===== src/rtl/lzc_seq_ctrl.sv =====
// lzc_seq_ctrl: iterative leading-zero counter scanning two bits per cycle through one shared 2-bit leaf
// Ports: clk, rst (sync, active-high); in_valid/in_ready/in_data request side;
//        out_valid/out_ready/out_count/out_zero result side (all outputs registered).
// Build option: LZC_SEQ_EARLY_EXIT_EN ends the scan on the first hit; otherwise all WIDTH/2 pairs are walked.
module lzc_seq_leaf2 (
  input  logic [1:0] b,
  output logic       p,
  output logic       v
);
  assign p = !b[0];
  assign v = b[0] | b[1];
endmodule

module lzc_seq_ctrl #(
  parameter int WIDTH = 32,
  localparam int CW = $clog2(WIDTH + 1)
) (
  input  logic             clk,
  input  logic             rst,
  input  logic             in_valid,
  output logic             in_ready,
  input  logic [WIDTH-1:0] in_data,
  output logic             out_valid,
  input  logic             out_ready,
  output logic [CW-1:0]    out_count,
  output logic             out_zero
);
  localparam int KW = $clog2(WIDTH / 2);
  localparam logic [KW-1:0] K_LAST = KW'(WIDTH / 2 - 1);
  typedef enum logic [1:0] {IDLE, SCAN, DONE} state_t;
  state_t state_q, state_d;
  logic [KW-1:0] k_q, k_d;
  logic [WIDTH-1:0] sh_q, sh_d;
  logic [CW-1:0] cnt_q, cnt_d;
  logic hit_q, hit_d, zero_q, zero_d;
  logic p, v, last, first_hit;
  logic [CW-1:0] pair_cnt;
  // the word shifts left two bits per cycle, so the current pair always sits at the top
  lzc_seq_leaf2 u_leaf (.b({sh_q[WIDTH-2], sh_q[WIDTH-1]}), .p(p), .v(v));
  assign last      = k_q == K_LAST;
  assign first_hit = v && !hit_q;
  assign pair_cnt  = CW'({k_q, 1'b0}) + CW'(p);
  always_comb begin
    state_d = state_q;
    k_d     = k_q;
    sh_d    = sh_q;
    cnt_d   = cnt_q;
    hit_d   = hit_q;
    zero_d  = zero_q;
    if (state_q == IDLE) begin
      if (in_valid) begin
        sh_d    = in_data;
        k_d     = '0;
        hit_d   = 1'b0;
        cnt_d   = '0;
        zero_d  = 1'b0;
        state_d = SCAN;
      end
    end else if (state_q == SCAN) begin
      sh_d = sh_q << 2;
      k_d  = last ? k_q : k_q + KW'(1);
      if (first_hit) begin
        cnt_d = pair_cnt;
        hit_d = 1'b1;
      end
      if (last && !hit_q && !v) begin
        cnt_d  = CW'(WIDTH);
        zero_d = 1'b1;
      end
`ifdef LZC_SEQ_EARLY_EXIT_EN
      state_d = (last || first_hit) ? DONE : SCAN;
`else
      state_d = last ? DONE : SCAN;
`endif
    end else begin
      state_d = out_ready ? IDLE : DONE;
    end
  end
  always_ff @(posedge clk) begin
    if (rst) begin
      state_q <= IDLE;
      k_q     <= '0;
      sh_q    <= '0;
      cnt_q   <= '0;
      hit_q   <= 1'b0;
      zero_q  <= 1'b0;
    end else begin
      state_q <= state_d;
      k_q     <= k_d;
      sh_q    <= sh_d;
      cnt_q   <= cnt_d;
      hit_q   <= hit_d;
      zero_q  <= zero_d;
    end
  end
  assign in_ready  = state_q == IDLE;
  assign out_valid = state_q == DONE;
  assign out_count = cnt_q;
  assign out_zero  = zero_q;
endmodule

===== config.mk =====
export PLATFORM = sky130hd
export DESIGN_NAME = lzc_seq_ctrl
export DESIGN_NICKNAME = d
export VERILOG_FILES = /design/src/rtl/lzc_seq_ctrl.sv
export SDC_FILE = /design/constraint.sdc
export NUM_CORES = 1
export LEC_CHECK = 0
export ABC_CLOCK_PERIOD_IN_PS = 2400
export CAP_MARGIN = 20
export CORE_ASPECT_RATIO = 1.5
export CORE_UTILIZATION = 35
export DETAILED_ROUTE_END_ITERATION = 8
export PLACE_DENSITY_LB_ADDON = 0.05
export SYNTH_ARGS = -nofsm -noshare
export SYNTH_HDL_FRONTEND = slang
export SYNTH_SLANG_ARGS = --single-unit

===== constraint.sdc =====
create_clock -name clk -period 2.4 [get_ports clk]
set_clock_uncertainty 0.05 [all_clocks]
set_input_delay 0.72 -clock clk [delete_from_list [all_inputs] [get_ports clk]]
set_output_delay 0.72 -clock clk [all_outputs]
set_load 0.05 [all_outputs]

### Yosys cells after proc, flatten, opt, wreduce, memory -nomap -nowiden

Index checks and enable logic that the tools add are counted.

| storage, ports and cells | value |
|---|---|
| output and inout port bits | 9 |
| input port bits | 36 |
| word-level logic and storage cells | 54 |
| register bits | 46 |

| operators by class | value |
|---|---|
| equal/unequal tests | 5 |
| reductions and logical operators | 16 |
| muxes and demuxes | 24 |
| bitwise logic cells | 1 |
| $add $sub $neg | 2 |

Operator list:

| cell | number |
|---|---|
| $mux W32 | 3 |
| $mux W6 | 5 |
| $mux W4 | 4 |
| $reduce_and A3 Y1 | 4 |
| $mux W2 | 5 |
| $mux W1 | 7 |
| $add A5 B1 Y6 | 1 |
| $reduce_bool A2 Y1 | 3 |
| $add A4 B1 Y4 const B | 1 |
| $eq A4 B4 Y1 const B | 1 |
| $ne A2 B2 Y1 const B | 2 |
| $logic_and A1 B1 Y1 | 3 |
| $logic_not A1 Y1 | 3 |
| $reduce_bool A3 Y1 | 1 |
| $eq A2 B1 Y1 const B | 1 |
| $eq A2 B2 Y1 const B | 1 |
| $logic_not A2 Y1 | 1 |
| $reduce_and A2 Y1 | 1 |
| $or A1 B1 Y1 | 1 |

### Longest topological paths before layout

| logic depth | value |
|---|---|
| word-level depth | 6 |
| mapped depth | 5 |

### Hierarchy

From an unflattened synthesis, not the netlist that was laid out.

| unflattened totals | value |
|---|---|
| cells, all modules | 252 |
| area total of the unflattened synthesis | 2080.7 um^2 |

Modules (own cells, without submodules):

| module | area an instance (um^2) | times used | cells each |
|---|---|---|---|
| lzc_seq_ctrl | 2070.7 | 1 | 250 |
| lzc_seq_leaf2 | 10.0 | 1 | 2 |

### Worst setup path before layout

No wires, ideal clock.

| path | value |
|---|---|
| path kind | register to output |
| from | reg state_q[1] |
| to | out out_valid |
| path buffers | 2 |
| arrival | 1459 ps |
| data required time | 1630 ps |
| cell stages (with the launch flop) | 5 |
| slack | 171 ps |
| path through | dfxtp_1 -> buf_2 -> inv_1 -> buf_2 -> nor2_1 |

| between the ends | value |
|---|---|
| word-level cells in the longest chain between the ends | 1 |

RTL lines:

| element | RTL line | RTL |
|---|---|---|
| from (decl) | 31 | `state_t state_q, state_d;` |
| from (signal assigned) | 88 | `state_q <= state_d;` |
| $eq A2 B2 Y1 | 97 | `assign out_valid = state_q == DONE;` |
| to (decl) | 23 | `output logic out_valid,` |

No other way between the ends.

### Worst setup path in the final report

| path | value |
|---|---|
| from | reg cnt_q[4] (netlist: out_count[4]) |
| to | out out_count[4] |

RTL lines:

| element | RTL line | RTL |
|---|---|---|
| from (decl) | 34 | `logic [CW-1:0] cnt_q, cnt_d;` |
| from (signal assigned) | 91 | `cnt_q <= cnt_d;` |
| to (decl) | 25 | `output logic [CW-1:0] out_count,` |

No word-level cell between the ends.

==> impl_metrics.csv <==
group,metric,value,unit
run_status,outcome,"complete, no violations",
setup_path,reg2reg_from,"state_q[0]",
timing,fin_ws,0.1774,ns
final_layout,seq_area,920.9,sq um
power_and_ir_drop,comb_power_share,0.255,
final_layout,area_growth,27.83,%
timing,period_needed,2.223,ns
clock_network,cts_buffer_depth,2,
power_and_ir_drop,power,1.876,mW
timing,hold_viol,0,
clock_network,numCtsBuffers,5,
synth,syn-num-nets,293,
global_routing,grt_util_met1,0.1963,
floorplan,die_area,6583,sq um
clock_network,clk-insertion-delay-late,0.29,ns
setup_path,r2r_slack,0.60,ns
timing,finalCritPeriodShare,0.9261,
setup_path,path_cells,"clkdlybuf4s50_1",
min_path,holdCritPathClass,"flop to flop",
timing,setup_violations,0,
global_routing,grt_overflow,0,
global_routing,grt_max_degree,38,
clock_network,clkTransAtPathRegs,0.08,ns
floorplan,chipWidth,66.58,um
timing,fmax,0.4499,GHz
drt,drc,0,
floorplan,num_rows,34,
final_layout,finish.utilization,0.4733,
synth,synthCells,256,
timing,drv_slew,0,
clock_network,tritoncts,"yes",
final_layout,final_nets,328,
drt,vias,1937,
setup_path,r2r_cells,4,
setup_path,cp_data_required_time,1.63,ns
floorplan,initial_utilization,0.3703,
power_and_ir_drop,vdd_drop_max,288.8,uV
setup_path,setup.worst_path.end_class,"primary output",
clock_network,post_cts_buffers,0,
synth,ys_ff_latch,46,
clock_network,postCtsHoldBufs,0,
global_routing,grtUsageTotal,0.1780,
setup_path,endpoint,"out_count[4]",
global_routing,grtUsageMet3,0.03588,
synth,avgSynthCellArea,8.553,sq um
power_and_ir_drop,sw_frac_of_total,0.3020,
clock_network,cts-root-buf,"clkbuf_8",
power_and_ir_drop,clkPwrFrac,0.262,
timing,timing.setup.tns,0,ns
setup_path,startpoint,"out_count[4]",
power_and_ir_drop,power.leakage,1.006,nW
setup_path,critical_path.max_stage_delay,0.80,ns
global_routing,busiest_layer,"met2",
clock_network,h-tree-depth,2,
synth,synth-seq-area-share,0.4206,
drt,drtIter0Drc,71,
floorplan,core_area,5913,sq um
placement,dp_hpwl,3595,um
global_routing,grt_pass1_wl,9080,um
drt,finalWirelength,5337,um
global_routing,antenna_found_initial,0,
setup_path,worst-path-buf-inv,1,
final_layout,nFillCells,584,
synth,yosys.cell_types.count,36,
power_and_ir_drop,seqPwrFrac,0.483,
floorplan,die_h,98.87,um
placement,portBuffers,44,
setup_path,arrival,1.45,ns
clock_network,cts-resized-gates,0,
setup_path,cp_top_family,"buffers and inverters",
drt,wire_per_inst,14.66,um
timing,rsz0062_at_grt,"no",
drt,drtAntennaViolNets,0,
drt,drtPass1Iterations,4,
timing,tightest_slew,0.5354,ns
setup_path,startpoint_type,"flop",
synth,netlist_area,2190,sq um
timing,relSlewSlack,0.6426,
job,cap_violations,0,
setup_path,cp.depth,1,
setup_path,crit_fanout,2,
placement,gp_congestion,0.7370,
final_layout,final_cell_mix,"nor2_1 (62), dfxtp_1 (46), clkdlybuf4s50_1 (42)",
drt,vias_per_cell,5.321,
power_and_ir_drop,p_sw,0.5666,mW
final_layout,multi_input_area,1129,sq um
clock_network,cts_sinks,46,
setup_path,worstReg2RegEnd,"out_count[5]",
final_layout,final_common_cell,"nor2_1",
timing,hold_ws,0.4160,ns
final_layout,drive_gt1_frac,0.08219,
floorplan,ioPinCount,45,
setup_path,setup.worst_path.class,"flop to primary output",
setup_path,critPathSlowestCell,"clkdlybuf4s50_1",
final_layout,n_antenna_cell,0,
global_routing,grt_pass1_vias,1994,
global_routing,use_met2,0.3240,
power_and_ir_drop,powerDensity,670.3,nW/um^2
synth,synth-warning-count,0,
power_and_ir_drop,p_int,1.310,mW
placement,place_ws,0.2463,ns
==> sequential cells by signal (all words and copies together) (netlist names) <==
register	count
out_count	6
state_q	2
hit_q	1
out_zero	1
k_q	4
sh_q	32
==> worst min path at each step <==
stage	start	end	cells after the start
3_3_place_gp	out_count[0]	out_count[0]	2
3_5_place_dp	out_count[0]	out_count[0]	2
6_report	out_count[0]	out_count[0]	2
2_1_floorplan	sh_q[0]	sh_q[0]	2
5_1_grt	out_count[0]	out_count[0]	2
4_1_cts	out_count[0]	out_count[0]	2
==> cells by family (layout without fill, tap and decap cells) <==
family | count (synthesis) | after routing | synth area share
AND/OR/NAND/NOR | 93 | 93 | 0.1994
AO/OA/AOI/OAI | 87 | 87 | 0.3103
buffers and inverters | 29 | 65 | 0.06400
flip-flops | 46 | 46 | 0.4206
adder cells (fa/ha/maj) | 1 | 1 | 0.005713
==> routing by layer <==
metal / wire, um / part of all wire
met5: 0 / 0
met4: 61 / 0.011
met3: 161 / 0.030
met2: 2809 / 0.53
met1: 2305 / 0.43
==> cells in the mapped netlist, drive strengths merged <==
cell	instances	area share
a2111oi	1	0.0046
a211oi	30	0.10
a21oi	8	0.018
a221oi	1	0.012
a31oi	1	0.0029
and3	1	0.0029
and3b	2	0.0080
buf	20	0.049
clkbuf	5	0.0086
dfxtp	46	0.42
ha	1	0.0057
inv	4	0.0069
nand2	4	0.0069
nand2b	10	0.032
nand3	3	0.0069
nand4b	1	0.0040
nor2	62	0.11
nor2b	3	0.0086
nor3	1	0.0023
nor3b	1	0.0034
nor4	1	0.0057
o211ai	2	0.0069
o21ai	5	0.011
o21ba	2	0.0091
o22ai	4	0.011
o2bb2ai	30	0.12
o31ai	2	0.0069
o32ai	1	0.0040
or3	3	0.0086
or3b	1	0.0040
==> metrics by stage <==
| step | area [sq um] | instances |
|---|---|---|
| after global placement | 2708 | 356 |
| after floorplan | 2190 | 256 |
| after detailed placement | 2708 | 356 |
| final | 2799 | 364 |
| after CTS | 2799 | 364 |
| after global routing | 2799 | 364 |
==> cell type report <==
type                            instances  area share
Clock inverter                          1    0.001788
Multi-Input combinational cell        181      0.4032
Sequential cell                        46      0.3290
Clock buffer                            7     0.03084
Tap cell                               72     0.03219
Timing Repair Buffer                   53      0.1976
Inverter                                4    0.005364
==> power by group through the flow <==
stage	registers (mW)	clock network, mW	logic, mW
2_1_floorplan	0.910	0	0.333
3_3_place_gp	0.924	0	0.479
3_5_place_dp	0.925	0	0.482
4_1_cts	0.907	0.510	0.484
5_1_grt	0.920	0.541	0.531
6_report	0.907	0.492	0.478
Note: power is estimated with default switching activity, not from simulation.
